File: config.mk
export PLATFORM = sky130hd
export DESIGN_NAME = core_phase_seq
export DESIGN_NICKNAME = d
export VERILOG_FILES = /design/src/rtl/core_phase_seq_pkg.sv /design/src/rtl/core_phase_seq_retire_cnt.sv /design/src/rtl/core_phase_seq.sv
export SDC_FILE = /design/constraint.sdc
export NUM_CORES = 1
export LEC_CHECK = 0
export BUFFER_PORTS_ARGS = -buffer_cell sky130_fd_sc_hd__buf_2
export CAP_MARGIN = 0
export CORE_ASPECT_RATIO = 0.5
export CORE_MARGIN = 4
export CORE_UTILIZATION = 40
export DETAILED_ROUTE_END_ITERATION = 10
export GPL_TIMING_DRIVEN = 0
export PLACE_DENSITY_LB_ADDON = 0.25
export SLEW_MARGIN = 20
export SYNTH_ARGS = -nofsm -noshare
export SYNTH_HDL_FRONTEND = slang
export SYNTH_SLANG_ARGS = --single-unit
File: constraint.sdc
create_clock -name clk -period 2.55 [get_ports clk]
set_input_delay 0.255 -clock clk [delete_from_list [all_inputs] [get_ports clk]]
set_output_delay 0.255 -clock clk [all_outputs]
set_load 0.02 [all_outputs]
File: src/rtl/core_phase_seq_pkg.sv
// Shared definitions for the core phase sequencer: FSM state encodings,
// default sizing and symbolic stage indices used by the stage blocks.
package core_phase_seq_pkg;

  typedef enum logic [1:0] {
    ST_IDLE   = 2'd0,
    ST_RUN    = 2'd1,
    ST_HALTED = 2'd2
  } seq_state_t;

  localparam int DEF_NSTAGE = 5;
  localparam int DEF_TMO_W  = 4;
  localparam int DEF_CNT_W  = 32;

  // Stage indices so stage blocks can pick their bit of phase[]/stall[]
  localparam int STG_FETCH  = 0;
  localparam int STG_DECODE = 1;
  localparam int STG_EXEC   = 2;
  localparam int STG_MEM    = 3;
  localparam int STG_WB     = 4;

endpackage

File: src/rtl/core_phase_seq_retire_cnt.sv
// Retired-instruction counter. Wraps modulo 2**CNT_W; a clear request
// takes priority over an increment in the same cycle.
module core_phase_seq_retire_cnt #(
  parameter int CNT_W = 32
) (
  input  logic             clk,
  input  logic             rst_n,
  input  logic             inc,
  input  logic             clr,
  output logic [CNT_W-1:0] cnt
);

  // Count completions, clear has priority over increment
  always_ff @(posedge clk or negedge rst_n) begin
    if (!rst_n) begin
      cnt <= '0;
    end else if (clr) begin
      cnt <= '0;
    end else if (inc) begin
      cnt <= cnt + 1'b1;
    end
  end

endmodule

File: src/rtl/core_phase_seq.sv
// Core phase sequencer: steps a one-hot phase through NSTAGE stages with
// per-stage stall hold, a sticky stall watchdog, a debug halt handshake
// honoured only at instruction boundaries, and a retired-instruction count.
module core_phase_seq
  import core_phase_seq_pkg::*;
#(
  parameter int NSTAGE = DEF_NSTAGE,
  parameter int TMO_W  = DEF_TMO_W,
  parameter int CNT_W  = DEF_CNT_W
) (
  input  logic              clk,
  input  logic              rst_n,
  input  logic              run,
  input  logic [NSTAGE-1:0] stall_req,
  input  logic              halt_req,
  input  logic              cnt_clr,
  output logic [NSTAGE-1:0] phase,
  output logic [NSTAGE-1:0] stall,
  output logic              retire,
  output logic [CNT_W-1:0]  retire_cnt,
  output logic              halted,
  output logic              stall_tmo
);

  localparam logic [NSTAGE-1:0] FIRST_PHASE = {{(NSTAGE-1){1'b0}}, 1'b1};
  localparam logic [TMO_W-1:0]  WD_MAX      = '1;
  localparam logic [TMO_W-1:0]  WD_PRE_MAX  = WD_MAX - 1'b1;

  seq_state_t       state;
  logic [TMO_W-1:0] wdog;
  logic             stalled;
  logic             advance;
  logic             complete;

  // Only the active stage's stall request matters; phase is zero outside RUN
  assign stall    = phase & stall_req;
  assign stalled  = |stall;
  assign advance  = (state == ST_RUN) & ~stalled;
  assign complete = advance & phase[NSTAGE-1];
  assign retire   = complete;

  // Main sequencer: start, phase rotation, halt only at completion, resume
  always_ff @(posedge clk or negedge rst_n) begin
    if (!rst_n) begin
      state  <= ST_IDLE;
      phase  <= '0;
      halted <= 1'b0;
    end else begin
      case (state)
        ST_IDLE: begin
          if (run) begin
            if (halt_req) begin
              state  <= ST_HALTED;
              halted <= 1'b1;
            end else begin
              state <= ST_RUN;
              phase <= FIRST_PHASE;
            end
          end
        end
        ST_RUN: begin
          if (advance) begin
            if (phase[NSTAGE-1]) begin
              if (halt_req) begin
                state  <= ST_HALTED;
                phase  <= '0;
                halted <= 1'b1;
              end else begin
                phase <= FIRST_PHASE;
              end
            end else begin
              phase <= {phase[NSTAGE-2:0], 1'b0};
            end
          end
        end
        ST_HALTED: begin
          if (!halt_req) begin
            state  <= ST_RUN;
            phase  <= FIRST_PHASE;
            halted <= 1'b0;
          end
        end
        default: begin
          state  <= ST_IDLE;
          phase  <= '0;
          halted <= 1'b0;
        end
      endcase
    end
  end

  // Watchdog: count consecutive stalled RUN cycles, saturate and latch timeout
  always_ff @(posedge clk or negedge rst_n) begin
    if (!rst_n) begin
      wdog      <= '0;
      stall_tmo <= 1'b0;
    end else if ((state == ST_RUN) && stalled) begin
      if (wdog != WD_MAX) begin
        wdog <= wdog + 1'b1;
      end
      if (wdog == WD_PRE_MAX) begin
        stall_tmo <= 1'b1;
      end
    end else begin
      wdog <= '0;
    end
  end

  core_phase_seq_retire_cnt #(
    .CNT_W(CNT_W)
  ) u_retire_cnt (
    .clk  (clk),
    .rst_n(rst_n),
    .inc  (complete),
    .clr  (cnt_clr),
    .cnt  (retire_cnt)
  );

  // Phase must be one-hot while running and all-zero in IDLE/HALTED
  always @(posedge clk) begin
    if (rst_n) begin
      assert ((state == ST_RUN) ? $onehot(phase) : (phase == '0));
    end
  end

endmodule

==> impl_metrics.json, run 1 <==
{
  "slew_viol_final": 0,
  "holdCritPathClass": "input port to async pin",
  "highest_layer": "met4",
  "slew_headroom": 0.616,
  "clk_pin_slew_worst_paths_ns": 0.06,
  "io_buffer_count": 54,
  "ioPinCount": 55,
  "power_frac_seq": 0.389,
  "r2r_setup_slack_ns": 0.27,
  "path_cells": "ha_1, inv_1, or4_4, or4_1, a21oi_1",
  "ys_top_cells_by_area": "dfrtp_1, xnor2_1, nor2_1",
  "drtPass1Iterations": 5,
  "drcViolationCount": 0,
  "finalCritPeriodShare": 0.895,
  "crit_family": "simple AND/OR/NAND/NOR gates",
  "final_common_cell": "buf_2",
  "rr_endpoint": "u_retire_cnt.cnt[30]$_DFFE_PN0P_",
  "yosys.cell_types.count": 39,
  "drt_iter0_drc": 124,
  "num_vias": 2068,
  "grt_remaining_overflow": 0,
  "clock.fmax_ghz": 0.438,
  "cts_max_level": 2,
  "insertion_delay_ns": 0.28,
  "cts-root-buf": "clkbuf_16",
  "setup_violations": 0,
  "routed_wirelength_um": 5440,
  "cp-end-kind": "flop",
  "gp_congestion": 0.827,
  "timing.hold.ws_ns": -0.0388,
  "p_clk_frac": 0.366,
  "tns_ns": 0,
  "fin_nets": 324,
  "critical_path.max_stage_delay_ns": 0.58,
  "syn-cell-area_um2": 2370,
  "worst_pin_slew_ns": 0.576,
  "syn_area_per_cell_um2": 9.47,
  "tritoncts": "done",
  "violations": "negative hold slack",
  "hold_violations": 45,
  "die_y_um": 62.4,
  "final_cell_mix": "buf_2, dfrtp_1, nor2_1, nand2_1, xnor2_1",
  "worst_clock_skew_ns": 0.00403,
  "yosys.area.top_type": "dfrtp_1",
  "synth_edf_count": 0,
  "r2r-start": "u_retire_cnt.cnt[1]$_DFFE_PN0P_",
  "slowest_stage": "or4_4",
  "power.internal_w": 0.00155,
  "seq_area_frac_synth": 0.476,
  "antenna_cells": 0,
  "required_ns": 2.75,
  "grt_pass1_vias": 2077,
  "p_leak_nw": 1.36,
  "rows": 19,
  "ir_drop_mv": 0.289,
  "drive_gt1_frac": 0.240,
  "syn_inst": 250,
  "switching_power_w": 0.000699,
  "cts.hold.buffers_added": 0,
  "wl_per_cell_um": 14.1,
  "critPathLaunchType": "flop",
  "synth_top_area_frac": 0.476,
  "async_flop_share": 1.00,
  "ys_seq_elements": 45,
  "grt_usage": 0.159,
  "drtAntennaViolNets": 0,
  "yosys_warnings": 0,
  "hpwlAfterDp_um": 3970,
  "crit_fanout": 8,
  "cp_num_buf_inv": 1,
  "comb_power_share": 0.246,
  "max-cap-violations": 0,
  "drt-met1-wl_um": 2650,
  "cp.arrival_ns": 2.48,
  "fp.coreArea_um2": 5610,
  "ys.flop_type": "dfrtp_1",
  "p_per_area_nw_per_um2": 769,
  "wl_met2_um": 2560,
  "via_per_inst": 5.37,
  "numCtsBuffers": 5,
  "met3WireLength_um": 205,
  "status": "finished, violations left",
  "path_depth": 5,
  "synth_nets": 263,
  "netSwitchingFraction": 0.311,
  "fp.dieW_um": 117,
  "syn2layout_area_growth_pct": 23.4,
  "start_util": 0.422,
  "grt_pass1_wl_um": 9490,
  "post_cts.repair.setup_buffers": 0,
  "r2r_cells": 5,
  "dieArea_um2": 7290,
  "cts_buffer_depth": 2,
  "cts_resized": 0,
  "grt_max_degree": 46,
  "final_util": 0.521,
  "clock_sinks": 45,
  "rsz0062_at_grt": "no",
  "min_period_ns": 2.28,
  "antenna_found_initial": 0,
  "worstSetupPathType": "flop to flop"
}
-- worst register-to-register path, delay by kind of cell (launching register included) --
kind            cells  cell delay, ns
compound gates      1            0.15
fa+ha+maj           1            0.33
buf+inv             1            0.14
flops               1            0.48
simple gates        2            1.10
-- worst max path at each step --
stage                                    start  slack (ns)                                to
2_1_floorplan  u_retire_cnt.cnt[1]$_DFFE_PN0P_        0.40  u_retire_cnt.cnt[30]$_DFFE_PN0P_
3_3_place_gp   u_retire_cnt.cnt[1]$_DFFE_PN0P_        0.29  u_retire_cnt.cnt[26]$_DFFE_PN0P_
3_5_place_dp   u_retire_cnt.cnt[1]$_DFFE_PN0P_        0.27  u_retire_cnt.cnt[26]$_DFFE_PN0P_
4_1_cts                   phase[0]$_DFFE_PN0P_        0.25  u_retire_cnt.cnt[29]$_DFFE_PN0P_
5_1_grt        u_retire_cnt.cnt[1]$_DFFE_PN0P_        0.09  u_retire_cnt.cnt[26]$_DFFE_PN0P_
6_report       u_retire_cnt.cnt[1]$_DFFE_PN0P_        0.27  u_retire_cnt.cnt[30]$_DFFE_PN0P_
-- through the flow --
step	hold slack [ns]	power, W	setup slack [ns]	cell area [um2]	cells
after floorplan	-0.0406	0.00126	0.397	2370	250
after global placement	0.447	0.00143	0.292	2730	377
after detailed placement	0.463	0.00144	0.273	2730	377
after CTS	0.186	0.00227	0.253	2920	385
after global routing	0.0251	0.00238	0.0887	2920	385
final	-0.0388	0.00225	0.269	2920	385
-- cells by family after synthesis --
group,Yosys count,synth area share
XOR/XNOR,22,0.0814
buffers and inverters,20,0.0354
AO/OA/AOI/OAI,39,0.111
flip-flops,45,0.476
multiplexers,1,0.00476
adder cells (fa/ha/maj),3,0.0159
AND/OR/NAND/NOR,120,0.276
-- power groups by stage --
stage                     Clock (W)  Sequential [W]  Combinational, W
after floorplan                   0        0.000920          0.000342
after global placement            0        0.000883          0.000542
after detailed placement          0        0.000885          0.000555
after CTS                  0.000841        0.000873          0.000557
after global routing       0.000875        0.000888          0.000621
final                      0.000822        0.000873          0.000552
-- cell type report --
class,instances,area (um2)
buffer,10,46.3
clock buffer,5,125
clock inverter,3,65.1
fill,510,2690
inverter,10,37.5
multi-input combinational,185,1160
sequential,45,1130
tap,73,91.3
timing repair buffer,54,273
-- per-layer routing --
layer / vias up / GRT usage
met5: - / 0
met4: 0 / 0.0386
met3: 2 / 0.0338
met2: 41 / 0.263
met1: 999 / 0.212
li1: 1026 / -
-- registers in the layout (all words and copies together) (netlist names) --
register          count
state                 2
wdog                  4
halted                1
stall_tmo             1
u_retire_cnt.cnt     32
phase                 5
-- cells in the mapped netlist, drive strengths merged, types with 6 or more instances --
master and instances:
a21oi 12, and2 6, clkbuf 6, dfrtp 45, inv 10, nand2 18
nand3 14, nand4 14, nor2 31, nor3 7, nor4 8, o21ai 11
or3 7, or4 6, xnor2 15, xor2 7
Note: power is estimated with default switching activity, not from simulation.
==> run 2, diff against run 1 <==
--- a/config.mk
+++ b/config.mk
@@ -12,6 +12,7 @@
 export CORE_UTILIZATION = 40
 export DETAILED_ROUTE_END_ITERATION = 10
 export GPL_TIMING_DRIVEN = 0
+export HOLD_SLACK_MARGIN = 0.06
 export PLACE_DENSITY_LB_ADDON = 0.25
 export SLEW_MARGIN = 20
 export SYNTH_ARGS = -nofsm -noshare
==> run 2 against run 1 <==
  * The flow now finishes without violations
  * Clock power about the same
  * Clock skew about the same
  * Non-clock buffer count up 1
  * Global-route usage unchanged
  * Worst hold slack better by 0.23 ns
  * Total power up 0.22%
  * Sequential share of layout area down 0.13 points
  * Sequential power about the same
  * First-iteration DRC count down 7.3%
  * Largest cell class unchanged
==> impl_metrics.json, run 2 (synthesized netlist as in run 1, its figures left out) <==
{
  "status": "finished clean",
  "highest_layer": "met4",
  "io_buffer_count": 54,
  "comb_power_share": 0.247,
  "drt_iter0_drc": 115,
  "fp.coreArea_um2": 5610,
  "cts-root-buf": "clkbuf_16",
  "regMostFlops": "u_retire_cnt.cnt",
  "grt_pass1_wl_um": 9490,
  "ir_drop_mv": 0.291,
  "insertion_delay_ns": 0.28,
  "worst_pin_slew_ns": 0.581,
  "final_cell_mix": "buf_2, dfrtp_1, nor2_1, nand2_1, xnor2_1",
  "switching_power_w": 0.000703,
  "final_common_cell": "buf_2",
  "cts.hold.buffers_added": 0,
  "antenna_cells": 0,
  "power.internal_w": 0.00155,
  "top_regs": "u_retire_cnt.cnt (32), phase (5), wdog (4)",
  "hpwlAfterDp_um": 3970,
  "cts_resized": 0,
  "antenna_found_initial": 0,
  "critPathLaunchType": "flop",
  "max-cap-violations": 0,
  "routed_wirelength_um": 5450,
  "wl_per_cell_um": 14.1,
  "die_y_um": 62.4,
  "finalCritPeriodShare": 0.897,
  "grt_max_degree": 46,
  "rsz0062_at_grt": "no",
  "setup_violations": 0,
  "min_period_ns": 2.29,
  "final_cell_area_um2": 2930,
  "syn2layout_area_growth_pct": 23.8,
  "p_leak_nw": 1.37,
  "cts_max_level": 2,
  "tns_ns": 0,
  "drtPass1Iterations": 4,
  "grt_pass1_vias": 2077,
  "num_vias": 2044,
  "gp_congestion": 0.827,
  "met3WireLength_um": 191,
  "p_per_area_nw_per_um2": 768,
  "drt-met1-wl_um": 2660,
  "post_dp_cell_area_um2": 2730,
  "required_ns": 2.75,
  "cp-end-kind": "flop",
  "slew_headroom": 0.612,
  "timing.hold.ws_ns": 0.189,
  "hold_violations": 0,
  "drcViolationCount": 0,
  "wl_met2_um": 2570,
  "numCtsBuffers": 5,
  "cts_buffer_depth": 2,
  "largest_reg_flops": 32,
  "ioPinCount": 55,
  "crit_fanout": 6,
  "via_per_inst": 5.30,
  "clock_sinks": 45,
  "start_util": 0.422,
  "post_cts.repair.setup_buffers": 0,
  "dieArea_um2": 7290,
  "tritoncts": "done",
  "cp.arrival_ns": 2.49,
  "worstSetupPathType": "flop to flop",
  "drtAntennaViolNets": 0,
  "clock.fmax_ghz": 0.437,
  "rows": 19,
  "drive_gt1_frac": 0.240,
  "clk_pin_slew_worst_paths_ns": 0.06,
  "fp.dieW_um": 117,
  "p_clk_frac": 0.366,
  "grt_usage": 0.159,
  "slew_viol_final": 0,
  "netSwitchingFraction": 0.312,
  "holdCritPathClass": "input port to flop",
  "fin_nets": 325,
  "power_frac_seq": 0.388,
  "grt_remaining_overflow": 0,
  "worst_clock_skew_ns": 0.00381
}
run 2: cell types whose count changed in the layout (fill, tap and decap cells not counted), sizes merged:
cell / change
dlygate4sd3: +1
run 2: critical path: stages, from the launching register on:
cell and delay, ns:
dfrtp_1 0.45, a22oi_4 0.29, nand2_1 0.18, or4_4 0.62
or4_1 0.51, a21oi_1 0.15
run 2: layer usage:
layer	global-route usage	vias up
li1	-	1026
met1	0.212	981
met2	0.263	33
met3	0.0338	4
met4	0.0386	0
met5	0	-
run 2: path summary, 6_finish.rpt:
path	start	endpoint	slack (ns)	cells after the start
setup / recovery	phase[0]$_DFFE_PN0P_	u_retire_cnt.cnt[29]$_DFFE_PN0P_	0.26	5
hold / removal	cnt_clr	u_retire_cnt.cnt[23]$_DFFE_PN0P_	0.19	2
setup reg to reg	phase[0]$_DFFE_PN0P_	u_retire_cnt.cnt[29]$_DFFE_PN0P_	0.26	5
hold reg to reg	stall_tmo$_DFFE_PN0P_	stall_tmo$_DFFE_PN0P_	0.47	1
max in group asynchronous	rst_n	u_retire_cnt.cnt[26]$_DFFE_PN0P_	1.63	2
min in group asynchronous	rst_n	wdog[1]$_DFFE_PN0P_	0.51	2
run 2: stage by stage:
step,power (W),utilization,instances,setup slack (ns)
CTS,0.00227,0.520,385,0.253
floorplan,0.00126,-,250,0.397
global route,0.00239,0.523,386,0.0887
detailed placement,0.00144,0.486,377,0.273
finish,0.00225,0.523,386,0.262
global placement,0.00143,0.486,377,0.292
run 2: power groups by stage:
| stage | combinational, W | clock (W) | sequential (W) |
|---|---|---|---|
| 3_3_place_gp | 0.000542 | 0 | 0.000883 |
| 5_1_grt | 0.000623 | 0.000875 | 0.000888 |
| 6_report | 0.000555 | 0.000823 | 0.000873 |
| 2_1_floorplan | 0.000342 | 0 | 0.000920 |
| 4_1_cts | 0.000557 | 0.000841 | 0.000873 |
| 3_5_place_dp | 0.000555 | 0 | 0.000885 |
run 2: area by class of cell:
cell class              count  area [um2]
fillers                   510        2680
multi-input cells         185        1160
flip-flops and latches     45        1130
repair buffers             55         283
clock buffers               5         125
well taps                  73        91.3
clock inverters             3        65.1
plain buffers              10        46.3
inverters                  10        37.5
==> run 3, diff against run 2 <==
--- a/config.mk
+++ b/config.mk
@@ -5,6 +5,7 @@
 export SDC_FILE = /design/constraint.sdc
 export NUM_CORES = 1
 export LEC_CHECK = 0
+export ABC_AREA = 1
 export BUFFER_PORTS_ARGS = -buffer_cell sky130_fd_sc_hd__buf_2
 export CAP_MARGIN = 0
 export CORE_ASPECT_RATIO = 0.5
@@ -14,6 +15,7 @@
 export GPL_TIMING_DRIVEN = 0
 export HOLD_SLACK_MARGIN = 0.06
 export PLACE_DENSITY_LB_ADDON = 0.25
+export REMOVE_ABC_BUFFERS = 1
 export SLEW_MARGIN = 20
 export SYNTH_ARGS = -nofsm -noshare
 export SYNTH_HDL_FRONTEND = slang
==> run 3 against run 2 <==
  * Combinational power down 17%
  * Largest cell class unchanged
  * Register-to-register slack better by 0.18 ns
  * Maximum frequency up 8.5%
  * Design area up 8.9%
  * Via count up 28%
  * Synthesized area up 15%
  * Critical path depth up 3
  * Routed wire length up 16%
  * Clock power down 26%
  * First-iteration DRC count up 11%
  * Cell count up 41%
==> impl_metrics.json, run 3 <==
{
  "fin_nets": 470,
  "gp_congestion": 0.822,
  "drtAntennaViolNets": 0,
  "grt_pass1_wl_um": 11000,
  "syn2layout_area_growth_pct": 17.0,
  "post_cts.repair.setup_buffers": 0,
  "required_ns": 2.72,
  "via_per_inst": 4.82,
  "rows": 20,
  "clock_sinks": 45,
  "fillCellCount": 631,
  "drt_iter0_drc": 128,
  "ys.flop_type": "dfrtp_1",
  "max-cap-violations": 0,
  "grt_usage": 0.162,
  "dieArea_um2": 8290,
  "min_period_ns": 2.11,
  "p_leak_nw": 1.63,
  "cts-root-buf": "clkbuf_16",
  "yosys.area.top_type": "dfrtp_1",
  "ioPinCount": 55,
  "worst_pin_slew_ns": 0.906,
  "synth_edf_count": 0,
  "ir_drop_mv": 0.558,
  "p_per_area_nw_per_um2": 595,
  "insertion_delay_ns": 0.29,
  "syn-cell-area_um2": 2730,
  "yosys.cell_types.count": 27,
  "slew_headroom": 0.395,
  "final_cell_mix": "nand2_1, nor2_1, buf_2, dfrtp_1, inv_1",
  "yosys_warnings": 0,
  "cts_max_level": 2,
  "setup_violations": 0,
  "grt_max_degree": 46,
  "cts_buffer_depth": 2,
  "final_common_cell": "nand2_1",
  "grt_remaining_overflow": 0,
  "largest_reg_flops": 32,
  "rsz0062_at_grt": "no",
  "slew_viol_final": 0,
  "post_dp_cell_area_um2": 3050,
  "regMostFlops": "u_retire_cnt.cnt",
  "status": "finished clean",
  "crit_fanout": 12,
  "async_flop_share": 1.00,
  "tns_ns": 0,
  "yosys-top-cells-count": "nand2_1, nor2_1, dfrtp_1",
  "final_cell_area_um2": 3190,
  "start_util": 0.431,
  "antenna_found_initial": 0,
  "finalCritPeriodShare": 0.827,
  "tritoncts": "done",
  "drcViolationCount": 0,
  "ys_seq_elements": 45,
  "drive_gt1_frac": 0.156,
  "cp.arrival_ns": 2.28,
  "antenna_cells": 0,
  "worst_clock_skew_ns": 0.00578,
  "holdCritPathClass": "input port to flop",
  "timing.hold.ws_ns": 0.179,
  "syn_inst": 403,
  "synth_top_area_frac": 0.412,
  "num_vias": 2623,
  "io_buffer_count": 54,
  "routed_wirelength_um": 6350,
  "syn_area_per_cell_um2": 6.77,
  "ys_top_cells_by_area": "dfrtp_1, nand2_1, nor2_1",
  "seq_area_frac_synth": 0.412,
  "fp.dieW_um": 125,
  "r2r_setup_slack_ns": 0.44,
  "drtPass1Iterations": 4,
  "wl_per_cell_um": 11.7,
  "top_regs": "u_retire_cnt.cnt (32), phase (5), wdog (4)",
  "critPathLaunchType": "flop",
  "fp.coreArea_um2": 6330,
  "cp-end-kind": "flop",
  "yosysMostFrequentCell": "nand2_1",
  "cts.hold.buffers_added": 0,
  "grt_pass1_vias": 2360,
  "numCtsBuffers": 5,
  "clk_pin_slew_worst_paths_ns": 0.06,
  "cts_resized": 0,
  "clock.fmax_ghz": 0.474,
  "worstSetupPathType": "flop to flop",
  "die_y_um": 66.4,
  "hold_violations": 0,
  "hpwlAfterDp_um": 4690
}
[run 3: changes by cell type after synthesis, sizes merged, moves of 5 or more]
cell,delta
nand2,+107
nor2,+58
a21oi,+7
or4,-6
or3,-7
and2,-5
nand4,-8
nand3,+28
xnor2,-14
nor4,-8
inv,+32
[run 3: worst paths after layout]
path / depth (start not counted) / to / startpoint
worst max-delay path: 8 / u_retire_cnt.cnt[31]$_DFFE_PN0P_ / phase[0]$_DFFE_PN0P_
worst min-delay path: 2 / u_retire_cnt.cnt[17]$_DFFE_PN0P_ / cnt_clr
worst max register to register: 8 / u_retire_cnt.cnt[31]$_DFFE_PN0P_ / phase[0]$_DFFE_PN0P_
worst min register to register: 1 / stall_tmo$_DFFE_PN0P_ / stall_tmo$_DFFE_PN0P_
max in group asynchronous: 2 / u_retire_cnt.cnt[22]$_DFFE_PN0P_ / rst_n
min in group asynchronous: 2 / wdog[0]$_DFFE_PN0P_ / rst_n
[run 3: critical path, cell delays in order, from the launching register on]
cell and delay (ns):
dfrtp_1 0.41, nand2_1 0.09, nand2_1 0.14, inv_1 0.10
nand3_2 0.28, nor2_1 0.66, nand3_1 0.15, nand2_1 0.10
nor2_1 0.05
[run 3: routing by layer]
layer,share of wire,global-route usage
met1,0.51,0.217
met2,0.43,0.274
met3,0.044,0.0403
met4,0.0072,0.0284
met5,0,0
[run 3: area by class of cell]
cell class / count / area, um2 / share of cell area
multi-input combinational: 307 / 1380 / 0.433
sequential: 45 / 1130 / 0.353
timing repair buffer: 55 / 283 / 0.0886
inverter: 43 / 161 / 0.0505
clock buffer: 5 / 125 / 0.0392
tap: 88 / 110 / 0.0345
clock inverter: 1 / 5.00 / 0.00157
[run 3: cell families after synthesis]
group,count (synthesis),share of synthesized area
adder cells (fa/ha/maj),3,0.0138
AO/OA/AOI/OAI,33,0.0637
XOR/XNOR,5,0.0160
AND/OR/NAND/NOR,266,0.413
buffers and inverters,51,0.0811
flip-flops,45,0.412
[run 3: power by group]
group | total, W | switching [W] | internal, W
clock | 0.000606 | 0.000256 | 0.000350
sequential | 0.000831 | 0.0000616 | 0.000770
combinational | 0.000463 | 0.000317 | 0.000146
[run 3: through the flow]
| step | power, W | util | instances | worst slack (ns) |
|---|---|---|---|---|
| 2_1_floorplan | 0.00117 | - | 395 | 0.680 |
| 3_3_place_gp | 0.00130 | 0.482 | 537 | 0.472 |
| 3_5_place_dp | 0.00131 | 0.482 | 537 | 0.438 |
| 4_1_cts | 0.00192 | 0.502 | 543 | 0.433 |
| 5_1_grt | 0.00203 | 0.504 | 544 | 0.145 |
| 6_report | 0.00190 | 0.504 | 544 | 0.442 |
